[src/rtl/z80_fifo_uart_if.sv]
// Z80 I/O bus view of the FIFO UART: CPU strobes, address, data and select.
interface z80_fifo_uart_if;
  logic [7:0] addr;
  logic       iorq;
  logic       rd;
  logic       wr;
  logic [7:0] data_in;
  logic [7:0] data_out;
  logic       sel;

  modport master (output addr, iorq, rd, wr, data_in, input data_out, sel);
  modport slave  (input addr, iorq, rd, wr, data_in, output data_out, sel);
endinterface

[src/rtl/z80_fifo_uart.sv]
// 8N1 UART with TX/RX FIFOs on the Z80 I/O bus; data register at BASE_ADDR,
// status/control at BASE_ADDR+1, side effects on the trailing edge of an access.
module z80_fifo_uart #(
  parameter logic [7:0]  BASE_ADDR = 8'h84,
  parameter int unsigned FIFO_AW   = 4,
  parameter int unsigned BAUD_DIV  = 52
) (
  input  logic            n_RST,
  input  logic            cpu_clk,
  z80_fifo_uart_if.slave  bus,
  output logic            int_req,
  output logic            txd,
  input  logic            rxd
);
  localparam int unsigned DEPTH = 1 << FIFO_AW;
  localparam int unsigned PW    = FIFO_AW + 1;
  localparam int unsigned CW    = $clog2(BAUD_DIV);
  localparam logic [CW-1:0] BIT_END  = CW'(BAUD_DIV - 1);
  localparam logic [CW-1:0] HALF_END = CW'(BAUD_DIV / 2 - 1);

  typedef enum logic [1:0] {S_IDLE, S_START, S_DATA, S_STOP} state_t;

  logic          rd_q, wr_q, reg_q;
  logic [7:0]    wdata;
  logic          rxie, txie, txovf, ovr, ferr;
  logic [7:0]    tx_mem [DEPTH];
  logic [7:0]    rx_mem [DEPTH];
  logic [PW-1:0] tx_wp, tx_rp, rx_wp, rx_rp;
  state_t        tx_state, rx_state;
  logic [CW-1:0] tx_cnt, rx_cnt;
  logic [2:0]    tx_bit, rx_bit;
  logic [7:0]    tx_sh, rx_sh;
  logic          rx_s1, rx_s2, rx_prev, rx_v1, rx_v2, rx_stop;

  // Bus decode and trailing-edge detection
  assign bus.sel = bus.iorq & (bus.addr[7:1] == BASE_ADDR[7:1]);
  wire rd_act     = bus.sel & bus.rd;
  wire wr_act     = bus.sel & bus.wr;
  wire rd_tr      = rd_q & ~rd_act;
  wire wr_tr      = wr_q & ~wr_act;
  wire data_rd_tr = rd_tr & ~reg_q;
  wire stat_rd_tr = rd_tr & reg_q;
  wire data_wr_tr = wr_tr & ~reg_q;
  wire ctrl_wr_tr = wr_tr & reg_q;
  wire tx_flush   = ctrl_wr_tr & wdata[3];
  wire rx_flush   = ctrl_wr_tr & wdata[2];

  wire tx_empty = (tx_wp == tx_rp);
  wire rx_empty = (rx_wp == rx_rp);
  wire tx_full  = (tx_wp[FIFO_AW] != tx_rp[FIFO_AW]) &&
                  (tx_wp[FIFO_AW-1:0] == tx_rp[FIFO_AW-1:0]);
  wire rx_full  = (rx_wp[FIFO_AW] != rx_rp[FIFO_AW]) &&
                  (rx_wp[FIFO_AW-1:0] == rx_rp[FIFO_AW-1:0]);
  wire [7:0] tx_head = tx_mem[tx_rp[FIFO_AW-1:0]];
  wire [7:0] rx_head = rx_mem[rx_rp[FIFO_AW-1:0]];

  // A flushed byte must not leak into the shifter
  wire tx_ready = ~tx_empty & ~tx_flush;
  wire tx_end   = (tx_cnt == BIT_END);
  wire tx_pop   = tx_ready & ((tx_state == S_IDLE) | ((tx_state == S_STOP) & tx_end));
  wire tx_push  = data_wr_tr & ~tx_full;
  wire rx_push  = rx_v2 & rx_stop & ~rx_full;
  wire rx_pop   = data_rd_tr & ~rx_empty;
  wire tx_idle  = tx_empty & (tx_state == S_IDLE);

  wire [7:0] status = {2'b00, txovf, tx_idle, ferr, ovr, ~tx_full, ~rx_empty};

  always_comb begin
    bus.data_out = 8'h00;
    if (rd_act) bus.data_out = bus.addr[0] ? status : (rx_empty ? 8'h00 : rx_head);
  end

  // Register interface, sticky flags and interrupt
  always_ff @(posedge cpu_clk or negedge n_RST) begin
    if (!n_RST) begin
      rd_q <= 1'b0; wr_q <= 1'b0; reg_q <= 1'b0; wdata <= 8'h00;
      rxie <= 1'b0; txie <= 1'b0; txovf <= 1'b0; ovr <= 1'b0; ferr <= 1'b0;
      int_req <= 1'b0;
    end else begin
      rd_q <= rd_act;
      wr_q <= wr_act;
      if (rd_act | wr_act) reg_q <= bus.addr[0];
      if (wr_act) wdata <= bus.data_in;
      if (ctrl_wr_tr) begin
        rxie <= wdata[0];
        txie <= wdata[1];
      end
      txovf   <= (txovf & ~stat_rd_tr) | (data_wr_tr & tx_full);
      ovr     <= (ovr & ~stat_rd_tr) | (rx_v2 & rx_stop & rx_full);
      ferr    <= (ferr & ~stat_rd_tr) | (rx_v2 & ~rx_stop);
      int_req <= (rxie & ~rx_empty) | (txie & tx_empty);
    end
  end

  always_ff @(posedge cpu_clk) begin
    if (tx_push) tx_mem[tx_wp[FIFO_AW-1:0]] <= wdata;
    if (rx_push) rx_mem[rx_wp[FIFO_AW-1:0]] <= rx_sh;
  end

  // FIFO pointers; flush wins over a same-cycle push or pop
  always_ff @(posedge cpu_clk or negedge n_RST) begin
    if (!n_RST) begin
      tx_wp <= '0; tx_rp <= '0; rx_wp <= '0; rx_rp <= '0;
    end else begin
      if (tx_flush) begin
        tx_wp <= '0; tx_rp <= '0;
      end else begin
        if (tx_push) tx_wp <= tx_wp + PW'(1);
        if (tx_pop)  tx_rp <= tx_rp + PW'(1);
      end
      if (rx_flush) begin
        rx_wp <= '0; rx_rp <= '0;
      end else begin
        if (rx_push) rx_wp <= rx_wp + PW'(1);
        if (rx_pop)  rx_rp <= rx_rp + PW'(1);
      end
    end
  end

  // Transmitter: back-to-back frames reload straight from STOP
  always_ff @(posedge cpu_clk or negedge n_RST) begin
    if (!n_RST) begin
      tx_state <= S_IDLE; tx_cnt <= '0; tx_bit <= 3'd0; tx_sh <= 8'h00; txd <= 1'b1;
    end else begin
      case (tx_state)
        S_IDLE: if (tx_ready) begin
          tx_state <= S_START; tx_cnt <= '0; tx_sh <= tx_head; txd <= 1'b0;
        end
        S_START: if (tx_end) begin
          tx_state <= S_DATA; tx_cnt <= '0; tx_bit <= 3'd0;
          txd <= tx_sh[0]; tx_sh <= tx_sh >> 1;
        end else tx_cnt <= tx_cnt + CW'(1);
        S_DATA: if (tx_end) begin
          tx_cnt <= '0;
          if (tx_bit == 3'd7) begin
            tx_state <= S_STOP; txd <= 1'b1;
          end else begin
            tx_bit <= tx_bit + 3'd1; txd <= tx_sh[0]; tx_sh <= tx_sh >> 1;
          end
        end else tx_cnt <= tx_cnt + CW'(1);
        default: if (tx_end) begin
          tx_cnt <= '0;
          if (tx_ready) begin
            tx_state <= S_START; tx_sh <= tx_head; txd <= 1'b0;
          end else tx_state <= S_IDLE;
        end else tx_cnt <= tx_cnt + CW'(1);
      endcase
    end
  end

  // Receiver: synchronise, find start, mid-bit sampling, two-stage hand-off
  always_ff @(posedge cpu_clk or negedge n_RST) begin
    if (!n_RST) begin
      rx_s1 <= 1'b1; rx_s2 <= 1'b1; rx_prev <= 1'b1;
      rx_state <= S_IDLE; rx_cnt <= '0; rx_bit <= 3'd0; rx_sh <= 8'h00;
      rx_v1 <= 1'b0; rx_v2 <= 1'b0; rx_stop <= 1'b0;
    end else begin
      rx_s1   <= rxd;
      rx_s2   <= rx_s1;
      rx_prev <= rx_s2;
      rx_v1   <= 1'b0;
      rx_v2   <= rx_v1;
      case (rx_state)
        S_IDLE: if (rx_prev & ~rx_s2) begin
          rx_state <= S_START; rx_cnt <= '0;
        end
        S_START: if (rx_cnt == HALF_END) begin
          rx_cnt <= '0; rx_bit <= 3'd0;
          rx_state <= rx_s2 ? S_IDLE : S_DATA;
        end else rx_cnt <= rx_cnt + CW'(1);
        S_DATA: if (rx_cnt == BIT_END) begin
          rx_cnt <= '0;
          rx_sh  <= {rx_s2, rx_sh[7:1]};
          if (rx_bit == 3'd7) rx_state <= S_STOP;
          else rx_bit <= rx_bit + 3'd1;
        end else rx_cnt <= rx_cnt + CW'(1);
        default: if (rx_cnt == BIT_END) begin
          rx_cnt <= '0; rx_v1 <= 1'b1; rx_stop <= rx_s2; rx_state <= S_IDLE;
        end else rx_cnt <= rx_cnt + CW'(1);
      endcase
    end
  end
endmodule

[src/flat_wrapper.sv]
// flat-port wrapper written by rule: the top's interface ports become plain ports
module z80_fifo_uart_flat 
#(
  parameter logic [7:0]  BASE_ADDR = 8'h84,
  parameter int unsigned FIFO_AW   = 4,
  parameter int unsigned BAUD_DIV  = 52
)
  (n_RST, cpu_clk, int_req, txd, rxd, bus_addr, bus_iorq, bus_rd, bus_wr, bus_data_in, bus_data_out, bus_sel);
  z80_fifo_uart_if bus_i ();
  input  logic n_RST;
  input  logic cpu_clk;
  output logic int_req;
  output logic txd;
  input  logic rxd;
  input wire logic [$bits(bus_i.addr)-1:0] bus_addr;
  input wire logic [$bits(bus_i.iorq)-1:0] bus_iorq;
  input wire logic [$bits(bus_i.rd)-1:0] bus_rd;
  input wire logic [$bits(bus_i.wr)-1:0] bus_wr;
  input wire logic [$bits(bus_i.data_in)-1:0] bus_data_in;
  output wire logic [$bits(bus_i.data_out)-1:0] bus_data_out;
  output wire logic [$bits(bus_i.sel)-1:0] bus_sel;
  assign bus_i.addr = bus_addr;
  assign bus_i.iorq = bus_iorq;
  assign bus_i.rd = bus_rd;
  assign bus_i.wr = bus_wr;
  assign bus_i.data_in = bus_data_in;
  assign bus_data_out = bus_i.data_out;
  assign bus_sel = bus_i.sel;
  z80_fifo_uart #(.BASE_ADDR(BASE_ADDR), .FIFO_AW(FIFO_AW), .BAUD_DIV(BAUD_DIV)) u_core (.n_RST(n_RST), .cpu_clk(cpu_clk), .bus(bus_i), .int_req(int_req), .txd(txd), .rxd(rxd));
endmodule
[config.mk]
export PLATFORM = sky130hd
export DESIGN_NAME = z80_fifo_uart_flat
export DESIGN_NICKNAME = d
export VERILOG_FILES = /design/src/rtl/z80_fifo_uart_if.sv /design/src/rtl/z80_fifo_uart.sv /design/src/flat_wrapper.sv
export SDC_FILE = /design/constraint.sdc
export NUM_CORES = 1
export LEC_CHECK = 0
export BUFFER_PORTS_ARGS = -buffer_cell sky130_fd_sc_hd__buf_4
export CAP_MARGIN = 20
export CORE_AREA = 2 2 205 207
export CTS_CLUSTER_DIAMETER = 50
export DETAILED_ROUTE_END_ITERATION = 10
export DIE_AREA = 0 0 207 209
export PLACE_DENSITY_LB_ADDON = 0.08
export SYNTH_ARGS = -nofsm -noshare
export SYNTH_HDL_FRONTEND = slang
export SYNTH_SLANG_ARGS = --single-unit
[constraint.sdc]
create_clock -name cpu_clk -period 2.9 [get_ports cpu_clk]
set_clock_uncertainty 0.05 [all_clocks]
set_input_delay 0.145 -clock cpu_clk [delete_from_list [all_inputs] [get_ports cpu_clk]]
set_output_delay 0.145 -clock cpu_clk [all_outputs]
set_load 0.005 [all_outputs]
Word-level counts from Yosys, hierarchy flattened --
Memories as Yosys holds them, arrays and structs flattened. Cells that the tools add are included.
Storage, ports and cells: register bits after elaboration 82, bits in latches 0, bits in writable memories 256, memory bits (read-only) 0, bits of input ports 22, output and inout port bits 11, logic and storage cells 191, memories kept 2
Cells by class: add/sub/neg operators 8, multiply operators 0, divide/modulo/power cells 0, magnitude comparators 0, equality and inequality tests 27, shift-type cells 0, muxes and demuxes 58, bitwise gates (word level) 46, reductions and logical operators 21
Memories:
- u_core.rx_mem | words 16, width 8, read ports 1, clocked after memory_dff 0, wr ports 1, RTL line z80_fifo_uart.sv:27 | logic [7:0] rx_mem [DEPTH];
- u_core.tx_mem | words 16, width 8, read ports 1, clocked after memory_dff 0, wr ports 1, RTL line z80_fifo_uart.sv:26 | logic [7:0] tx_mem [DEPTH];
Operator list (count):
- two-way mux 8 bit | 8
- two-way mux 5 bit | 8
- two-way mux 6 bit | 6
- bitwise AND 1 bit | 28
- one-hot mux 8 bit (3 select lines) | 1
- two-way mux 2 bit | 11
- adder 5 x 1 -> 5 bit, second input constant | 4
- two-way mux 3 bit | 6
- inequality test 2 x 1 -> 1 bit, second input constant | 8
- nonzero test 2 bit | 7
- adder 6 x 1 -> 6 bit, second input constant | 2
- equality test 6 bit, second input constant | 2
- two-way mux 1 bit | 12
- NOT 1 bit | 12
- one-hot mux 2 bit (3 select lines) | 2
- one-hot mux 3 bit (2 select lines) | 2
- one-hot mux 6 bit (2 select lines) | 1
- AND reduction 4 bit | 3
- equality test 5 bit | 2
- AND reduction 5 bit | 2
- equality test 4 bit | 2
- equality test 7 bit, second input constant | 1
- adder 3 x 1 -> 3 bit, second input constant | 2
- equality test 2 bit, second input constant | 3
- other kinds (13) | 25

Depth between registers and ports, before layout --
Gate-level depths: netlist of the first run.
depth in word-level cells 12, gate-level depth with buffers 8, depth with buffers taken out 7

Worst setup path before layout of the first run --
Ideal clock, no wire load.
kind register to output, start register u_core.rx_rp[0], end output port bus_data_out[6], arrival time 1.982 ns, data required time 2.705 ns, path slack 0.723 ns, stages on the path, launching flop included 6, buffers on the path 2, path through dfrtp_1 buf_2 buf_2 mux4_2 mux4_2 nor2b_1
Between the ends: word-level cells in the longest chain between the ends 4, elaborated cells on any way between the ends 5, those cells by class eq/ne (1); mux (3); memory (1)
Ends and longest elaborated chain:
- from (decl) | RTL line z80_fifo_uart.sv:28 | logic [PW-1:0] tx_wp, tx_rp, rx_wp, rx_rp;
- from (signal assigned) | RTL line z80_fifo_uart.sv:115 | if (rx_pop) rx_rp <= rx_rp + PW'(1);
- memory (16 x 8 bit) or equality test 5 bit (tied branches)
- two-way mux 8 bit * (3 in a row) | RTL line z80_fifo_uart.sv:70 | if (rd_act) bus.data_out = bus.addr[0] ? status : (rx_empty ? 8'h00 : rx_head);
- to (decl) | RTL line flat_wrapper.sv:20 | output wire logic [$bits(bus_i.data_out)-1:0] bus_data_out;
Mark *: on every way between the ends. The rest lies on a longest branch, timed or not.

Final worst setup path of the first run --
start register u_core.rx_rp[0], end output port bus_data_out[4]
The elaborated chain is that of the path after synthesis.

==> results of run 1 <==
-- worst register-to-register path, stage by stage (launching register included) --
cell	delay [ns]
dfrtp_1	0.41
inv_1	0.13
ha_1	0.44
nand2b_1	0.14
or2_2	0.30
a221o_1	0.53
mux2_4	0.40
-- synthesized netlist by cell type (15+ instances only) --
| library cell | number |
|---|---|
| a21oi_1 | 20 |
| and3_1 | 28 |
| clkbuf_1 | 23 |
| dfrtp_1 | 78 |
| edfxtp_1 | 256 |
| ha_1 | 22 |
| inv_1 | 28 |
| mux2_2 | 28 |
| mux2i_1 | 15 |
| mux4_2 | 66 |
| nand2_1 | 20 |
| nand3_1 | 18 |
| nor2_1 | 38 |
| o21ai_0 | 15 |
| o22ai_1 | 16 |
| xnor2_1 | 16 |
-- final cells by class --
cell class	instances	area [um^2]
clock inverters	24	260.3
flip-flops and latches	338	9747
inverters	29	108.9
clock buffers	60	1252
multi-input cells	419	4110
fillers	3767	24530
repair buffers	72	606.8
well taps	539	674.4
-- cell families after synthesis --
kind of cell | count (synthesis)
buffers and inverters | 69
multiplexers | 118
flip-flops | 338
AND/OR/NAND/NOR | 151
adder cells (fa/ha/maj) | 22
AO/OA/AOI/OAI | 106
XOR/XNOR | 22
-- what timing repair did --
action	CTS	global route
hold buffers	12	0
endpoints found under the setup margin	7	2
endpoints found under the hold margin	56	0
gates cloned	0	0
gates resized for setup	7	2
-- power by group --
group          switching, W  internal, W  leakage (nW)
sequential         0.000153      0.00527          3.30
clock               0.00216      0.00334         0.733
combinational      0.000176     0.000151          1.92
-- through the flow --
stage	instance area (um^2)	setup WS [ns]	hold WS, ns	total power [W]
2_1_floorplan	14150	0.7233	-0.2006	0.005673
3_3_place_gp	15090	0.4585	0.1871	0.005788
3_5_place_dp	15090	0.3794	0.2016	0.005832
4_1_cts	16750	0.005213	0.09058	0.01142
5_1_grt	16760	0.007683	0.1141	0.01165
6_report	16760	0.1046	0.09464	0.01126
-- state kept, by name (all words and copies together) (netlist names), 6 cells and up --
name           count
u_core.rx_mem    128
u_core.rx_cnt      6
u_core.tx_cnt      6
u_core.tx_sh       8
u_core.tx_mem    128
u_core.rx_sh       8
u_core.wdata       8
-- metal layers --
metal	vias to the layer above	wire length, um	part of all wire, %
li1	3443	-	-
met1	4008	13340	40
met2	167	17460	53
met3	62	1459	4.4
met4	0	967	2.9
met5	-	0	0
-- worst max path at each step --
| stage | start | endpoint | slack [ns] | cells after the start |
|---|---|---|---|---|
| finish | u_core.rx_rp[0] | bus_data_out[4] | 0.10 | 6 |
| global route | u_core.rx_rp[0] | bus_data_out[2] | 0.008 | 7 |
| detailed placement | u_core.tx_state[1] | u_core.tx_sh[5] | 0.38 | 6 |
| floorplan | u_core.rx_rp[0] | bus_data_out[6] | 0.72 | 5 |
| global placement | u_core.tx_state[1] | u_core.tx_sh[3] | 0.46 | 6 |
| CTS | u_core.rx_rp[0] | bus_data_out[2] | 0.005 | 7 |
==> impl_metrics.env, run 1 <==
export IMPL_status="completed"
export IMPL_num_vias=7680
export IMPL_routed_wl_um=33220
export IMPL_cts_tree="yes"
export IMPL_use_met1_pct=18.46
export IMPL_synth_top_area_cell="edfxtp_1"
export IMPL_syn_num_nets=870
export IMPL_coreArea_um2=41290
export IMPL_yosysUniqueCellTypes=61
export IMPL_period_minus_slack_ns=2.795
export IMPL_final_antenna_net_count=0
export IMPL_clkTransAtPathRegs_ns=0.06
export IMPL_synth_area_um2=14150
export IMPL_fin_setup_tns_ns=0
export IMPL_cts_max_path_buffers=3
export IMPL_netlist_instances=826
export IMPL_drtPass1Iterations=5
export IMPL_route_detailed_drc=0
export IMPL_top_usage_layer="met2"
export IMPL_r2r_slack_ns=0.39
export IMPL_grtUsageTotal_pct=15.58
export IMPL_path_buf_inv=2
export IMPL_regToRegStartpoint="u_core.tx_state[1]"
export IMPL_antenna_found_initial=0
export IMPL_fin_util_pct=40.59
export IMPL_use_met3_pct=2.780
export IMPL_path_delay_family="multiplexers"
export IMPL_max_freq_mhz=357.7
export IMPL_die_w_um=207
export IMPL_grt_max_degree=46
export IMPL_slew_headroom_pct=26.54
export IMPL_cp_required_ns=2.71
export IMPL_slowest_delay_ns=0.54
export IMPL_synth_area_leaders="edfxtp_1 54%, dfrtp_1 14%, mux4_2 11%"
export IMPL_die_area_um2=43260
export IMPL_die_y_um=209
export IMPL_synth_simple_area_share_pct=5.703
export IMPL_slew_viol_final=0
export IMPL_cts_setup_buffers=0
export IMPL_crit_chain="buf_8 > mux4_2 > mux2_2 > a21oi_1 > o21ai_0 > buf_4"
export IMPL_antenna_cells=0
export IMPL_worst_path_max_delay_cell="mux4_2"
export IMPL_ctsRootBufferMaster="clkbuf_16"
export IMPL_worst_slew_pin_slew_ns=1.100
export IMPL_numCtsBuffers=45
export IMPL_ys_async_sr_fraction_pct=24.26
export IMPL_min_path_type="in -> async"
export IMPL_muxShareOfSynthArea_pct=14.72
export IMPL_synth_xor_area_share_pct=1.362
export IMPL_grt_overflow=0
export IMPL_globalplace_congestion=0.7960
export IMPL_hold_viol=0
export IMPL_p_leak_nw=5.953
export IMPL_grtUsageMet2_pct=28.13
export IMPL_maxCapViolCount=0
export IMPL_placed_cells=1385
export IMPL_period_share_pct=96.39
export IMPL_synth_compound_area_share_pct=5.217
export IMPL_ys_warn_count=0
export IMPL_start_kind="flip-flop"
export IMPL_synthToLayoutAreaGrowth_pct=18.45
export IMPL_grt_pass1_wl_um=50460
export IMPL_cts_htree_levels=2
export IMPL_layout_commonest_cell="edfxtp_1"
export IMPL_p_per_area_nw_per_um2=671.9
export IMPL_clkLatencyLatePin_ns=0.57
export IMPL_r2r_end="u_core.tx_sh[5]"
export IMPL_cp_max_fo=13
export IMPL_cts_sinks=338
export IMPL_via_per_inst=5.186
export IMPL_worstSetupPathType="reg -> out"
export IMPL_post_dp_hpwl_um=22090
export IMPL_wire_per_inst_um=22.43
export IMPL_nets=949
export IMPL_row_count=75
export IMPL_yosys_area_top_type_share_pct=54.33
export IMPL_synth_top_family_by_area="multiplexers"
export IMPL_yosys_area_share_adder_pct=1.945
export IMPL_ys_seq_area_share_pct=68.87
export IMPL_drive_above_1_share_pct=26.54
export IMPL_synth_edf_count=256
export IMPL_setup_viol=0
export IMPL_end_kind="primary output"
export IMPL_arrival_ns=2.60
export IMPL_ir_drop_mv=0.4165
export IMPL_initialDrtViolationCount=352
export IMPL_start_util_pct=34.27
export IMPL_grt_pass1_vias=8237
export IMPL_portBuffers=32
export IMPL_layout_common_cells="256 x edfxtp_1, 76 x dfrtp_1, 66 x mux4_2"
export IMPL_stdcell_count=1481
export IMPL_rsz0062_at_grt="false"
export IMPL_reg2reg_depth=6
export IMPL_ys_flop_type="edfxtp_1"
export IMPL_syn_area_per_cell_um2=17.13
export IMPL_ios=33
export IMPL_synth_seq_cells=338
No activity file was read; power rests on OpenSTA's default activity.
==> inputs of run 2 (changes only) <==
- GPL_TIMING_DRIVEN: not set -> 0
==> impl_metrics.env, run 2 (same netlist as run 1, synthesis figures left out) <==
export IMPL_num_vias=7634
export IMPL_fin_util_pct=41.33
export IMPL_slew_headroom_pct=38.83
export IMPL_initialDrtViolationCount=388
export IMPL_via_per_inst=5.069
export IMPL_p_leak_nw=6.095
export IMPL_cp_required_ns=2.71
export IMPL_max_freq_mhz=345.2
export IMPL_layout_commonest_cell="edfxtp_1"
export IMPL_status="completed"
export IMPL_slowest_delay_ns=0.56
export IMPL_min_path_type="in -> reg"
export IMPL_period_minus_slack_ns=2.897
export IMPL_ir_drop_mv=0.3783
export IMPL_die_y_um=209
export IMPL_rsz0062_at_grt="true"
export IMPL_cts_sinks=338
export IMPL_multiInputGateArea_um2=4178
export IMPL_grt_overflow=0
export IMPL_wire_per_inst_um=21.63
export IMPL_fill_cells=3751
export IMPL_die_w_um=207
export IMPL_clkLatencyLatePin_ns=0.55
export IMPL_setup_viol=0
export IMPL_route_detailed_drc=0
export IMPL_final_antenna_net_count=0
export IMPL_slew_viol_final=0
export IMPL_seq_area_um2=9744
export IMPL_die_area_um2=43260
export IMPL_worst_path_max_delay_cell="mux4_2"
export IMPL_globalplace_congestion=0.7654
export IMPL_grt_pass1_vias=8276
export IMPL_grt_max_degree=66
export IMPL_cts_tree="yes"
export IMPL_layout_common_cells="256 x edfxtp_1, 78 x dfrtp_1, 66 x mux4_2"
export IMPL_end_kind="primary output"
export IMPL_hold_viol=0
export IMPL_grt_pass1_wl_um=49760
export IMPL_worstSetupPathType="reg -> out"
export IMPL_ios=33
export IMPL_ctsRootBufferMaster="clkbuf_16"
export IMPL_row_count=75
export IMPL_start_util_pct=34.27
export IMPL_drtPass1Iterations=4
export IMPL_cts_htree_levels=2
export IMPL_grtUsageTotal_pct=15.28
export IMPL_p_per_area_nw_per_um2=660.2
export IMPL_antenna_cells=0
export IMPL_fin_ws_ns=0.003179
export IMPL_worst_slew_pin_slew_ns=0.9156
export IMPL_crit_chain="buf_12 > buf_12 > mux4_2 > mux4_2 > nor2_2 > nor3_2 > buf_4"
export IMPL_arrival_ns=2.70
export IMPL_cts_max_path_buffers=3
export IMPL_post_dp_hpwl_um=21860
export IMPL_period_share_pct=99.89
export IMPL_maxCapViolCount=0
export IMPL_antenna_found_initial=0
export IMPL_cp_max_fo=8
export IMPL_portBuffers=32
export IMPL_synthToLayoutAreaGrowth_pct=20.59
export IMPL_clkTransAtPathRegs_ns=0.05
export IMPL_numCtsBuffers=44
export IMPL_start_kind="flip-flop"
export IMPL_place_ws_ns=-0.1484
export IMPL_drive_above_1_share_pct=27.92
export IMPL_nets=978
export IMPL_routed_wl_um=32580
export IMPL_coreArea_um2=41290
## run 2: cell types whose count changed in the layout (fill, tap and decap cells not counted), moves of 3 or more
cell,previous run,this run
inv_8,0,4
buf_6,1,5
buf_4,56,45
clkbuf_8,7,10
inv_6,6,2
buf_2,0,9
buf_12,2,5
clkbuf_1,8,20
clkbuf_2,0,3
## run 2: worst max-delay path, delay by kind of cell, from the launching register on
kind | cells | cell delay (ns)
flip-flops | 1 | 0.39
buffers and inverters | 3 | 0.47
multiplexers | 2 | 1.07
AND/OR/NAND/NOR | 2 | 0.20
## run 2: worst paths after layout
path	slack, ns	endpoint	depth (start not counted)	start
min reg2reg	0.30	u_core.rx_v2	0	u_core.rx_v1
min in group asynchronous	0.55	u_core.wdata[0]	3	n_RST
max in group asynchronous	1.38	u_core.tx_sh[0]	4	n_RST
min	0.17	u_core.rx_rp[3]	5	bus_rd
max reg2reg	0.15	u_core.tx_sh[1]	7	u_core.tx_rp[1]
max	0.003	bus_data_out[0]	7	u_core.rx_rp[0]
## run 2: layout make-up
class / instances / area share, %
Timing Repair Buffer: 64 / 3.329
Inverter: 29 / 0.6379
Tap cell: 539 / 3.952
Clock buffer: 57 / 7.274
Buffer: 38 / 1.664
Sequential cell: 338 / 57.11
Multi-Input combinational cell: 419 / 24.48
Clock inverter: 22 / 1.554
## run 2: report_power, final
group / total (W) / switching, W / internal (W) / leakage, nW
clock network: 0.00552 / 0.00210 / 0.00341 / 0.740
logic: 0.000356 / 0.000194 / 0.000161 / 2.05
registers: 0.00539 / 0.000120 / 0.00527 / 3.30
## run 2: metal layers
metal / vias to the layer above / wire length (um) / GRT usage [%]
met2: 92 / 17160 / 27.54
met1: 4002 / 13600 / 18.29
met5: - / 0 / 0
met3: 50 / 1020 / 3.171
met4: 0 / 800 / 4.803
li1: 3490 / - / -
## run 2: repair_timing
item,in CTS,in global routing
hold buffers,14,0
setup endpoints to repair,23,88
endpoints found under the hold margin,91,0
setup buffers,4,9
cloned,0,1
pin swaps,0,3
resized for setup,36,11
## run 2: stage by stage
stage                     instances  total power [W]  TNS, ns  cell area [um^2]  hold slack [ns]
after global routing           1506          0.01166   -1.032             17060           0.1810
after detailed placement       1401         0.005827  -0.6391             15110          0.03392
after floorplan                 826         0.005673        0             14150          -0.2006
final                          1506          0.01127        0             17060           0.1743
after CTS                      1496          0.01140        0             16920           0.1557
after global placement         1397         0.005794   -3.488             15060           0.2066
